--- src/rtl/spawn_pkg.sv ---
// spawn_pkg: lane, length and interval constants shared by the spawn scheduler, display and scoring logic
package spawn_pkg;
  localparam int NUM_LANES = 10;
  localparam int LANE_W = 4;
  localparam int MAX_LEN = 4;
  localparam int LEN_W = 3;
  localparam int CNT_W = 24;
  localparam int BASE_INTERVAL = 2500000;
  localparam int MIN_INTERVAL = 500000;
  localparam int LEVEL_STEP = 100000;
  typedef enum logic [1:0] {IDLE, WAIT, PROBE, ISSUE} state_e;
  function automatic logic [LEN_W-1:0] clamp_len(input logic [LEN_W-1:0] l);
    return l == '0 ? LEN_W'(1) : l > LEN_W'(MAX_LEN) ? LEN_W'(MAX_LEN) : l;
  endfunction
endpackage

--- src/rtl/target_spawn_scheduler_if.sv ---
// target_spawn_scheduler_if: spawn request handshake and lane-clear channel
interface target_spawn_scheduler_if;
  import spawn_pkg::*;
  logic spawn_valid;
  logic spawn_ready;
  logic [LANE_W-1:0] spawn_lane;
  logic [LEN_W-1:0] spawn_len;
  logic clear_valid;
  logic [LANE_W-1:0] clear_lane;
  modport master(output spawn_valid, spawn_lane, spawn_len, input spawn_ready, clear_valid, clear_lane);
  modport slave(input spawn_valid, spawn_lane, spawn_len, output spawn_ready, clear_valid, clear_lane);
endinterface

--- src/rtl/spawn_interval_timer.sv ---
// spawn_interval_timer: level-dependent spawn interval countdown with pause and expiry flag
module spawn_interval_timer #(
  parameter int BASE_INTERVAL = spawn_pkg::BASE_INTERVAL,
  parameter int MIN_INTERVAL = spawn_pkg::MIN_INTERVAL,
  parameter int LEVEL_STEP = spawn_pkg::LEVEL_STEP
) (
  input  logic       clk,
  input  logic       resetn,
  input  logic       load,
  input  logic       en,
  input  logic [3:0] level,
  output logic       expire
);
  import spawn_pkg::*;
  logic [CNT_W-1:0] cnt_q;
  logic [31:0] red;
  logic [CNT_W-1:0] interval;
  // compare before subtracting so a high level never wraps below the floor
  assign red = 32'(level) * 32'(LEVEL_STEP);
  assign interval = (red + 32'(MIN_INTERVAL) >= 32'(BASE_INTERVAL)) ? CNT_W'(MIN_INTERVAL) : CNT_W'(32'(BASE_INTERVAL) - red);
  assign expire = en && cnt_q == CNT_W'(1);
  always_ff @(posedge clk or negedge resetn)
    if (!resetn) cnt_q <= '0;
    else if (load) cnt_q <= interval;
    else if (en && cnt_q != '0) cnt_q <= cnt_q - CNT_W'(1);
endmodule

--- src/rtl/target_spawn_scheduler.sv ---
// target_spawn_scheduler: picks a free lane each interval and issues spawn requests over valid/ready
module target_spawn_scheduler #(
  parameter int BASE_INTERVAL = spawn_pkg::BASE_INTERVAL,
  parameter int MIN_INTERVAL = spawn_pkg::MIN_INTERVAL,
  parameter int LEVEL_STEP = spawn_pkg::LEVEL_STEP
) (
  input  logic                           clk,
  input  logic                           resetn,
  input  logic                           start,
  input  logic                           stop,
  input  logic                           pause,
  input  logic [3:0]                     level,
  input  logic [3:0]                     rand_lane,
  input  logic [2:0]                     rand_len,
  target_spawn_scheduler_if.master       sp,
  output logic [spawn_pkg::NUM_LANES-1:0] lane_busy,
  output logic                           active,
  output logic [15:0]                    skip_count
);
  import spawn_pkg::*;
  state_e state_q;
  logic [LANE_W-1:0] lane_q, probe_q;
  logic [LEN_W-1:0] len_q;
  logic valid_q;
  logic [15:0] skip_q;
  logic [NUM_LANES-1:0] busy_q, busy_d, set_m, clr_m;
  logic go, accept, skip, expire;
  assign go = state_q == IDLE && start && !stop;
  assign accept = state_q == ISSUE && valid_q && sp.spawn_ready && !stop;
  assign skip = state_q == PROBE && busy_q[lane_q] && probe_q == LANE_W'(NUM_LANES-1) && !stop;
  spawn_interval_timer #(.BASE_INTERVAL(BASE_INTERVAL), .MIN_INTERVAL(MIN_INTERVAL), .LEVEL_STEP(LEVEL_STEP)) u_timer (
    .clk(clk), .resetn(resetn), .load(go || accept || skip),
    .en(state_q == WAIT && !pause && !stop), .level(level), .expire(expire));
  // set after clear so an accept beats a same-cycle clear of its lane
  always_comb begin
    set_m = accept ? NUM_LANES'(1) << lane_q : '0;
    clr_m = (sp.clear_valid && sp.clear_lane < LANE_W'(NUM_LANES) && state_q != IDLE) ? NUM_LANES'(1) << sp.clear_lane : '0;
    busy_d = (stop || go) ? '0 : (busy_q & ~clr_m) | set_m;
  end
  always_ff @(posedge clk or negedge resetn)
    if (!resetn) begin
      state_q <= IDLE;
      lane_q <= '0;
      probe_q <= '0;
      len_q <= '0;
      valid_q <= 1'b0;
      skip_q <= '0;
      busy_q <= '0;
    end else begin
      busy_q <= busy_d;
      if (stop) begin
        state_q <= IDLE;
        valid_q <= 1'b0;
      end else case (state_q)
        IDLE: if (start) begin
          state_q <= WAIT;
          skip_q <= '0;
        end
        WAIT: if (expire) begin
          state_q <= PROBE;
          probe_q <= '0;
          lane_q <= rand_lane < LANE_W'(NUM_LANES) ? rand_lane : rand_lane - LANE_W'(NUM_LANES);
          len_q <= clamp_len(rand_len);
        end
        PROBE: if (!busy_q[lane_q]) begin
          state_q <= ISSUE;
          valid_q <= 1'b1;
        end else if (skip) begin
          state_q <= WAIT;
          skip_q <= skip_q + 16'(skip_q != 16'hFFFF);
        end else begin
          lane_q <= lane_q == LANE_W'(NUM_LANES-1) ? '0 : lane_q + LANE_W'(1);
          probe_q <= probe_q + LANE_W'(1);
        end
        ISSUE: if (sp.spawn_ready) begin
          state_q <= WAIT;
          valid_q <= 1'b0;
        end
        default: state_q <= IDLE;
      endcase
    end
  assign sp.spawn_valid = valid_q;
  assign sp.spawn_lane = lane_q;
  assign sp.spawn_len = len_q;
  assign lane_busy = busy_q;
  assign active = state_q != IDLE;
  assign skip_count = skip_q;
endmodule
--- src/flat_wrapper.sv ---
// flat-port wrapper written by rule: the top's interface ports become plain ports
module target_spawn_scheduler_flat import spawn_pkg::*;
#(
  parameter int BASE_INTERVAL = spawn_pkg::BASE_INTERVAL,
  parameter int MIN_INTERVAL = spawn_pkg::MIN_INTERVAL,
  parameter int LEVEL_STEP = spawn_pkg::LEVEL_STEP
)
  (clk, resetn, start, stop, pause, level, rand_lane, rand_len, lane_busy, active, skip_count, sp_spawn_valid, sp_spawn_lane, sp_spawn_len, sp_spawn_ready, sp_clear_valid, sp_clear_lane);
  target_spawn_scheduler_if sp_i ();
  input  logic clk;
  input  logic resetn;
  input  logic start;
  input  logic stop;
  input  logic pause;
  input  logic [3:0] level;
  input  logic [3:0] rand_lane;
  input  logic [2:0] rand_len;
  output logic [spawn_pkg::NUM_LANES-1:0] lane_busy;
  output logic active;
  output logic [15:0] skip_count;
  output wire logic [$bits(sp_i.spawn_valid)-1:0] sp_spawn_valid;
  output wire logic [$bits(sp_i.spawn_lane)-1:0] sp_spawn_lane;
  output wire logic [$bits(sp_i.spawn_len)-1:0] sp_spawn_len;
  input wire logic [$bits(sp_i.spawn_ready)-1:0] sp_spawn_ready;
  input wire logic [$bits(sp_i.clear_valid)-1:0] sp_clear_valid;
  input wire logic [$bits(sp_i.clear_lane)-1:0] sp_clear_lane;
  assign sp_spawn_valid = sp_i.spawn_valid;
  assign sp_spawn_lane = sp_i.spawn_lane;
  assign sp_spawn_len = sp_i.spawn_len;
  assign sp_i.spawn_ready = sp_spawn_ready;
  assign sp_i.clear_valid = sp_clear_valid;
  assign sp_i.clear_lane = sp_clear_lane;
  target_spawn_scheduler #(.BASE_INTERVAL(BASE_INTERVAL), .MIN_INTERVAL(MIN_INTERVAL), .LEVEL_STEP(LEVEL_STEP)) u_core (.clk(clk), .resetn(resetn), .start(start), .stop(stop), .pause(pause), .level(level), .rand_lane(rand_lane), .rand_len(rand_len), .sp(sp_i), .lane_busy(lane_busy), .active(active), .skip_count(skip_count));
endmodule
--- config.mk ---
export PLATFORM = sky130hd
export DESIGN_NAME = target_spawn_scheduler_flat
export DESIGN_NICKNAME = d
export VERILOG_FILES = /design/src/rtl/spawn_pkg.sv /design/src/rtl/target_spawn_scheduler_if.sv /design/src/rtl/spawn_interval_timer.sv /design/src/rtl/target_spawn_scheduler.sv /design/src/flat_wrapper.sv
export SDC_FILE = /design/constraint.sdc
export NUM_CORES = 1
export LEC_CHECK = 0
export BUFFER_PORTS_ARGS = -buffer_cell sky130_fd_sc_hd__buf_2
export CORE_MARGIN = 2
export CORE_UTILIZATION = 23
export DETAILED_ROUTE_END_ITERATION = 16
export PLACE_DENSITY = 0.39
export RECOVER_POWER = 50
export SLEW_MARGIN = 5
export SYNTH_ARGS = -nofsm -noshare
export SYNTH_HDL_FRONTEND = slang
export SYNTH_HIERARCHICAL = 1
export SYNTH_SLANG_ARGS = --single-unit
--- constraint.sdc ---
create_clock -name clk -period 5 [get_ports clk]
set_clock_uncertainty 0.15 [all_clocks]
set_input_delay 0.75 -clock clk [delete_from_list [all_inputs] [get_ports clk]]
set_output_delay 0.75 -clock clk [all_outputs]
set_load 0.02 [all_outputs]
; Word-level counts from Yosys, hierarchy flattened
; Index checks and enable logic that the tools add are counted.
[totals]
reg_bits = 64
elab_cells = 111
[op_classes]
n_mux = 35
n_bitwise = 4
reduce_logical = 32
n_eq_ne = 17
magnitude_cmp = 5
n_mul = 1
shift = 2
addsub = 7
[op_table]
columns = cell, count
row1 = $mux W24, 3
row2 = $mux W16, 3
row3 = $mux W4, 8
row4 = $pmux W16 S2, 1
row5 = $mux W10, 3
row6 = $eq A24 B1 Y1 const B, 1
row7 = $reduce_bool A24 Y1, 1
row8 = $sub A24 B1 Y24 const B, 1
row9 = $sub A22 B21 Y23 const A, 1
row10 = $add A21 B19 Y22 const B, 1
row11 = $ge A22 B22 Y1 const B, 1
row12 = $shl A1 B4 Y10 const A, 2
row13 = $add A16 B1 Y16, 1
row14 = $mul A4 B12 Y16 const B, 1
row15 = $ne A16 B16 Y1 const B, 1
row16 = $pmux W4 S2, 2
row17 = $logic_and A1 B1 Y1, 14
row18 = $mux W2, 6
row19 = $and A10 B10 Y10, 1
row20 = $not A10 Y10, 1
row21 = $or A10 B10 Y10, 1
row22 = $reduce_and A5 Y1, 2
row23 = $ne A3 B3 Y1 const B, 3
row24 = $add A4 B1 Y4 const B, 2
row25 = other kinds (25), 42

; Depth between registers and ports, before layout
[logic_depth]
ltp_word = 9
ltp_mapped = 16
depth_no_buf = 13

; By module
; Netlist, hierarchy kept.
[by_module_without_submodules]
columns = module, seq_area_each_um2, instances, area_per_inst_um2, cells_each
row1 = target_spawn_scheduler, 1001.0, 1, 2646.3, 289
row2 = spawn_interval_timer, 600.6, 1, 2472.4, 279

; Least setup slack after synthesis
; No wires, ideal clock.
[synth_timing]
path_kind = input -> register
start = in level[1]
end = reg u_core.u_timer.cnt_q[11]
setup_ps = 144
path_stages = 15
required_ps = 4706
t_arrival_ps = 3890
setup_slack_ps = 816
n_path_buf = 2
cell_sequence = ha_1 -> xor2_1 -> ha_1 -> a21o_1 -> ha_1 -> buf_6 -> a31o_1 -> a221oi_2 -> nor3_2 -> nor4_4 -> o2111a_1 -> nor4_2 -> o41ai_4 -> buf_6 -> o221ai_1
[synth_via]
elab_chain_len = 5
word_cells_on_any_way = 6
[synth_lines]
columns = element, line_no
row1 = from (decl), flat_wrapper.sv:15  ; input logic [3:0] level;
row2 = $mul A4 B12 Y16 *, spawn_interval_timer.sv:19  ; assign red = 32'(level) * 32'(LEVEL_STEP);
row3 = $add A21 B19 Y22, spawn_interval_timer.sv:20  ; assign interval = (red + 32'(MIN_INTERVAL) >= 32'(BASE_INTERVAL)) ? CNT_W'(MIN_INTERVAL) : CNT_W'(32'(BASE_INT ...
row4 = $ge A22 B22 Y1, spawn_interval_timer.sv:20
row5 = $mux W24 *, spawn_interval_timer.sv:20
row6 = $mux W24 *, spawn_interval_timer.sv:24  ; else if (load) cnt_q <= interval;
row7 = to (signal assigned), spawn_interval_timer.sv:24
row8 = to (signal assigned), spawn_interval_timer.sv:25  ; else if (en && cnt_q != '0) cnt_q <= cnt_q - CNT_W'(1);
row9 = to (decl), spawn_interval_timer.sv:15  ; logic [CNT_W-1:0] cnt_q;
; Mark *: on every way between the ends. The rest lies on a longest branch, timed or not.
; A chain may end at the register's enable or synchronous reset.

; Worst setup path after layout
[layout_timing]
start = in level[2]
end = reg u_core.u_timer.cnt_q[13]
; The elaborated chain is that of the path after synthesis.

==> results.yml <==
outcome:
  status: "complete, but fails checks"
  violations: "capacitance limit, slew limit"
finish:
  num_antenna_cells: 0
  area_growth_pct: 15.9
  layout_common_cells: "64 x dfrtp_1, 47 x nor2_1, 44 x nand2_1"
  layout.cells.non_filler: 907
  final_core_util_pct: 27.2
  final_common_cell: "dfrtp_1"
  final_nets: 679
  drive_gt1_share_pct: 14.0
sta:
  setup-tns-final_ns: 0
  final.min_clock_period_ns: 4.40
  grt_setup_unrepaired: "no"
  setup_viol_count_final: 0
  fin_crit_sh_pct: 88.0
  fmax_ghz: 0.227
  worst_pin_slew_ns: 2.04
  finalHoldViolCount: 0
  setup_slack_ns: 0.602
  max_slew_margin_pct: -35.8
  drv_slew: 67
synth:
  ys_types: 83
  ys_seq_area_share_pct: 31.3
  synth_top_area_share_pct: 31.3
  async_flop_share_pct: 100
  synth_xor_area_share_pct: 8.87
  synth-simple-area-share_pct: 22.8
  synth_edf_count: 0
  synthCells: 568
  synth_top_family_by_area: "simple AND/OR/NAND/NOR gates"
  avgSynthCellArea_sq_um: 9.01
  syn_nets: 625
  syn_area_sq_um: 5120
  ys_ff_latch: 64
  synth.largest_area_cell: "dfrtp_1"
  synth_compound_area_share_pct: 21.4
  yosys-top-cells-area: "dfrtp_1 31%, ha_1 8.6%, xnor2_1 5.6%"
  muxShareOfSynthArea_pct: 2.44
  synthAdderAreaFrac_pct: 8.56
  synth_top_flop_cell: "dfrtp_1"
  synthesis.yosys.warnings: 6
setup_path:
  critPathKind: "in2reg"
  critical_path.most_common_cell: "ha_1"
  cp_slowest_cell: "a221oi_4"
  cp_cell_sequence: "buf_2 -> inv_1 -> ha_1 -> ha_1 -> ha_1 -> a21o_1 -> a221oi_4 -> xnor2_1 -> mux2i_1 -> o32a_1 -> nor4_2 -> o41ai_4 -> buf_4 -> o22a_1"
  cpLargestDelayFamily: "compound AO/OA/AOI/OAI gates"
  worstPathArrival_ns: 4.47
  cp_num_buf_inv: 3
  crit_path_max_incr_delay_ns: 0.45
  path_max_fanout: 15
  end_kind: "register"
  critPathLaunchType: "input port"
  cp.required_ns: 5.07
clock_network:
  numCtsBuffers: 9
  holdBufCountCts: 0
  clkLatencyLatePin_ns: 0.34
  post_cts_buffers: 0
  htree_levels: 3
  cts_root_buf: "clkbuf_16"
  cts_tree: "done"
  cts.repair.resized: 0
  cts.sinks: 64
  clkTransAtPathRegs_ns: 0.05
  clockBufferDepth: 2
power:
  power-per-cell-area_nw_per_um2: 352
  power_mw: 2.09
  swShare_pct: 35.5
  seq_power_share_pct: 33.9
  pwr-share-clk_pct: 32.9
  peakVddDrop_v: 0.000167
  internal-power_mw: 1.35
  combPwrFrac_pct: 33.2
  p_leak_nw: 2.39
  power.switching_mw: 0.741
placement:
  port-buffer-count: 56
  dp_slack_ns: 0.296
  gp_congestion: 0.805
  place_hpwl_um: 10200
  placed_cells: 891
global_routing:
  grt_max_degree: 35
  grt_pass1_vias: 4380
  grt.overflow.total: 0
  grt_usage_pct: 11.9
  antenna_found_initial: 0
  grt_pass1_wl_um: 22700
drt:
  vias: 4400
  wl_um: 13600
  first_pass_iters: 4
  drc: 0
  first_iter_violations: 185
  wl_per_cell_um: 15.0
  antenna_left: 0
  viasPerCell: 4.85
floorplan:
  fp-row-count: 54
  die_y_um: 153
  die_x_um: 153
  core_area_sq_um: 21800
  start_util_pct: 23.5
  pin_count: 57
  dieArea_sq_um: 23500
job:
  drv_cap: 2
worst_hold_path:
  hold_path_class: "reg2reg"
## area by class of cell
| class | instances | area, sq um |
|---|---|---|
| tap | 280 | 350 |
| multi-input combinational | 463 | 3280 |
| inverter | 22 | 82.6 |
| fill | 2351 | 15900 |
| clock inverter | 5 | 80.1 |
| timing repair buffer | 62 | 298 |
| clock buffer | 11 | 243 |
| sequential | 64 | 1600 |
## stage by stage
stage | area [sq um] | hold slack (ns)
after floorplan | 5120 | 0.304
after global placement | 5640 | 0.309
after detailed placement | 5640 | 0.323
after CTS | 5960 | 0.335
after global routing | 5930 | 0.360
final | 5930 | 0.329
## flip-flops by register name (all words and copies together), names as in the netlist
name	count
u_core/lane_busy	10
u_core/probe_q	4
u_core/skip_count	16
u_core/sp.spawn_lane	4
u_core/sp.spawn_len	3
u_core/sp.spawn_valid	1
u_core/state_q	2
u_core/u_timer/cnt_q	24
## kinds of logic (layout without fill, tap and decap cells)
group / after synthesis / in the layout
buffers and inverters: 41 / 100
multiplexers: 12 / 12
AND/OR/NAND/NOR: 217 / 217
XOR/XNOR: 51 / 51
AO/OA/AOI/OAI: 148 / 148
flip-flops: 64 / 64
adder cells (fa/ha/maj): 35 / 35
## path summary, 6_finish.rpt
check / from / to / slack (ns) / depth (start not counted)
hold / removal: u_core/sp.spawn_len[1] / u_core/sp.spawn_len[1] / 0.33 / 2
min in group asynchronous: resetn / u_core/skip_count[9] / 0.77 / 1
max in group asynchronous: resetn / u_core/u_timer/cnt_q[19] / 1.24 / 2
setup / recovery: level[2] / u_core/u_timer/cnt_q[13] / 0.60 / 14
hold reg to reg: u_core/sp.spawn_len[1] / u_core/sp.spawn_len[1] / 0.33 / 2
setup reg to reg: u_core/u_timer/cnt_q[15] / u_core/probe_q[3] / 1.19 / 10
## worst min-delay path: stages, from the launching register on
cell and delay (ns):
dfrtp_1 0.34, nand2_1 0.04, o21ai_0 0.06
## cell usage after synthesis (all sizes together), types with 5 or more instances
cell / count
a21o: 7
inv: 21
clkbuf: 13
or2: 5
a31oi: 8
nand2: 44
o31ai: 7
a21oi: 31
ha: 35
nor4: 11
o22ai: 7
nor3: 20
and3: 7
nand4: 8
mux2i: 8
buf: 5
xnor2: 33
a211oi: 8
and2: 7
o22a: 7
nand3: 24
nand2b: 13
xor2: 18
or3: 7
nor2b: 7
dfrtp: 64
o21ai: 28
nor2: 47
## power by group through the flow
stage               Sequential [mW]  Combinational, mW  Clock, mW
floorplan                     0.691              0.538          0
global placement              0.713              0.690          0
detailed placement            0.716              0.695          0
CTS                           0.707              0.701      0.713
global route                  0.724              0.778      0.737
finish                        0.707              0.694      0.687
## layer usage
| layer | GRT usage [%] | share of wire (%) | vias up |
|---|---|---|---|
| li1 | - | - | 2198 |
| met2 | 19.2 | 47 | 96 |
| met5 | 0 | 0 | - |
| met1 | 16.1 | 48 | 2092 |
| met3 | 1.79 | 3.5 | 14 |
| met4 | 4.45 | 1.6 | 0 |
Power figures use the tool's default switching activity.
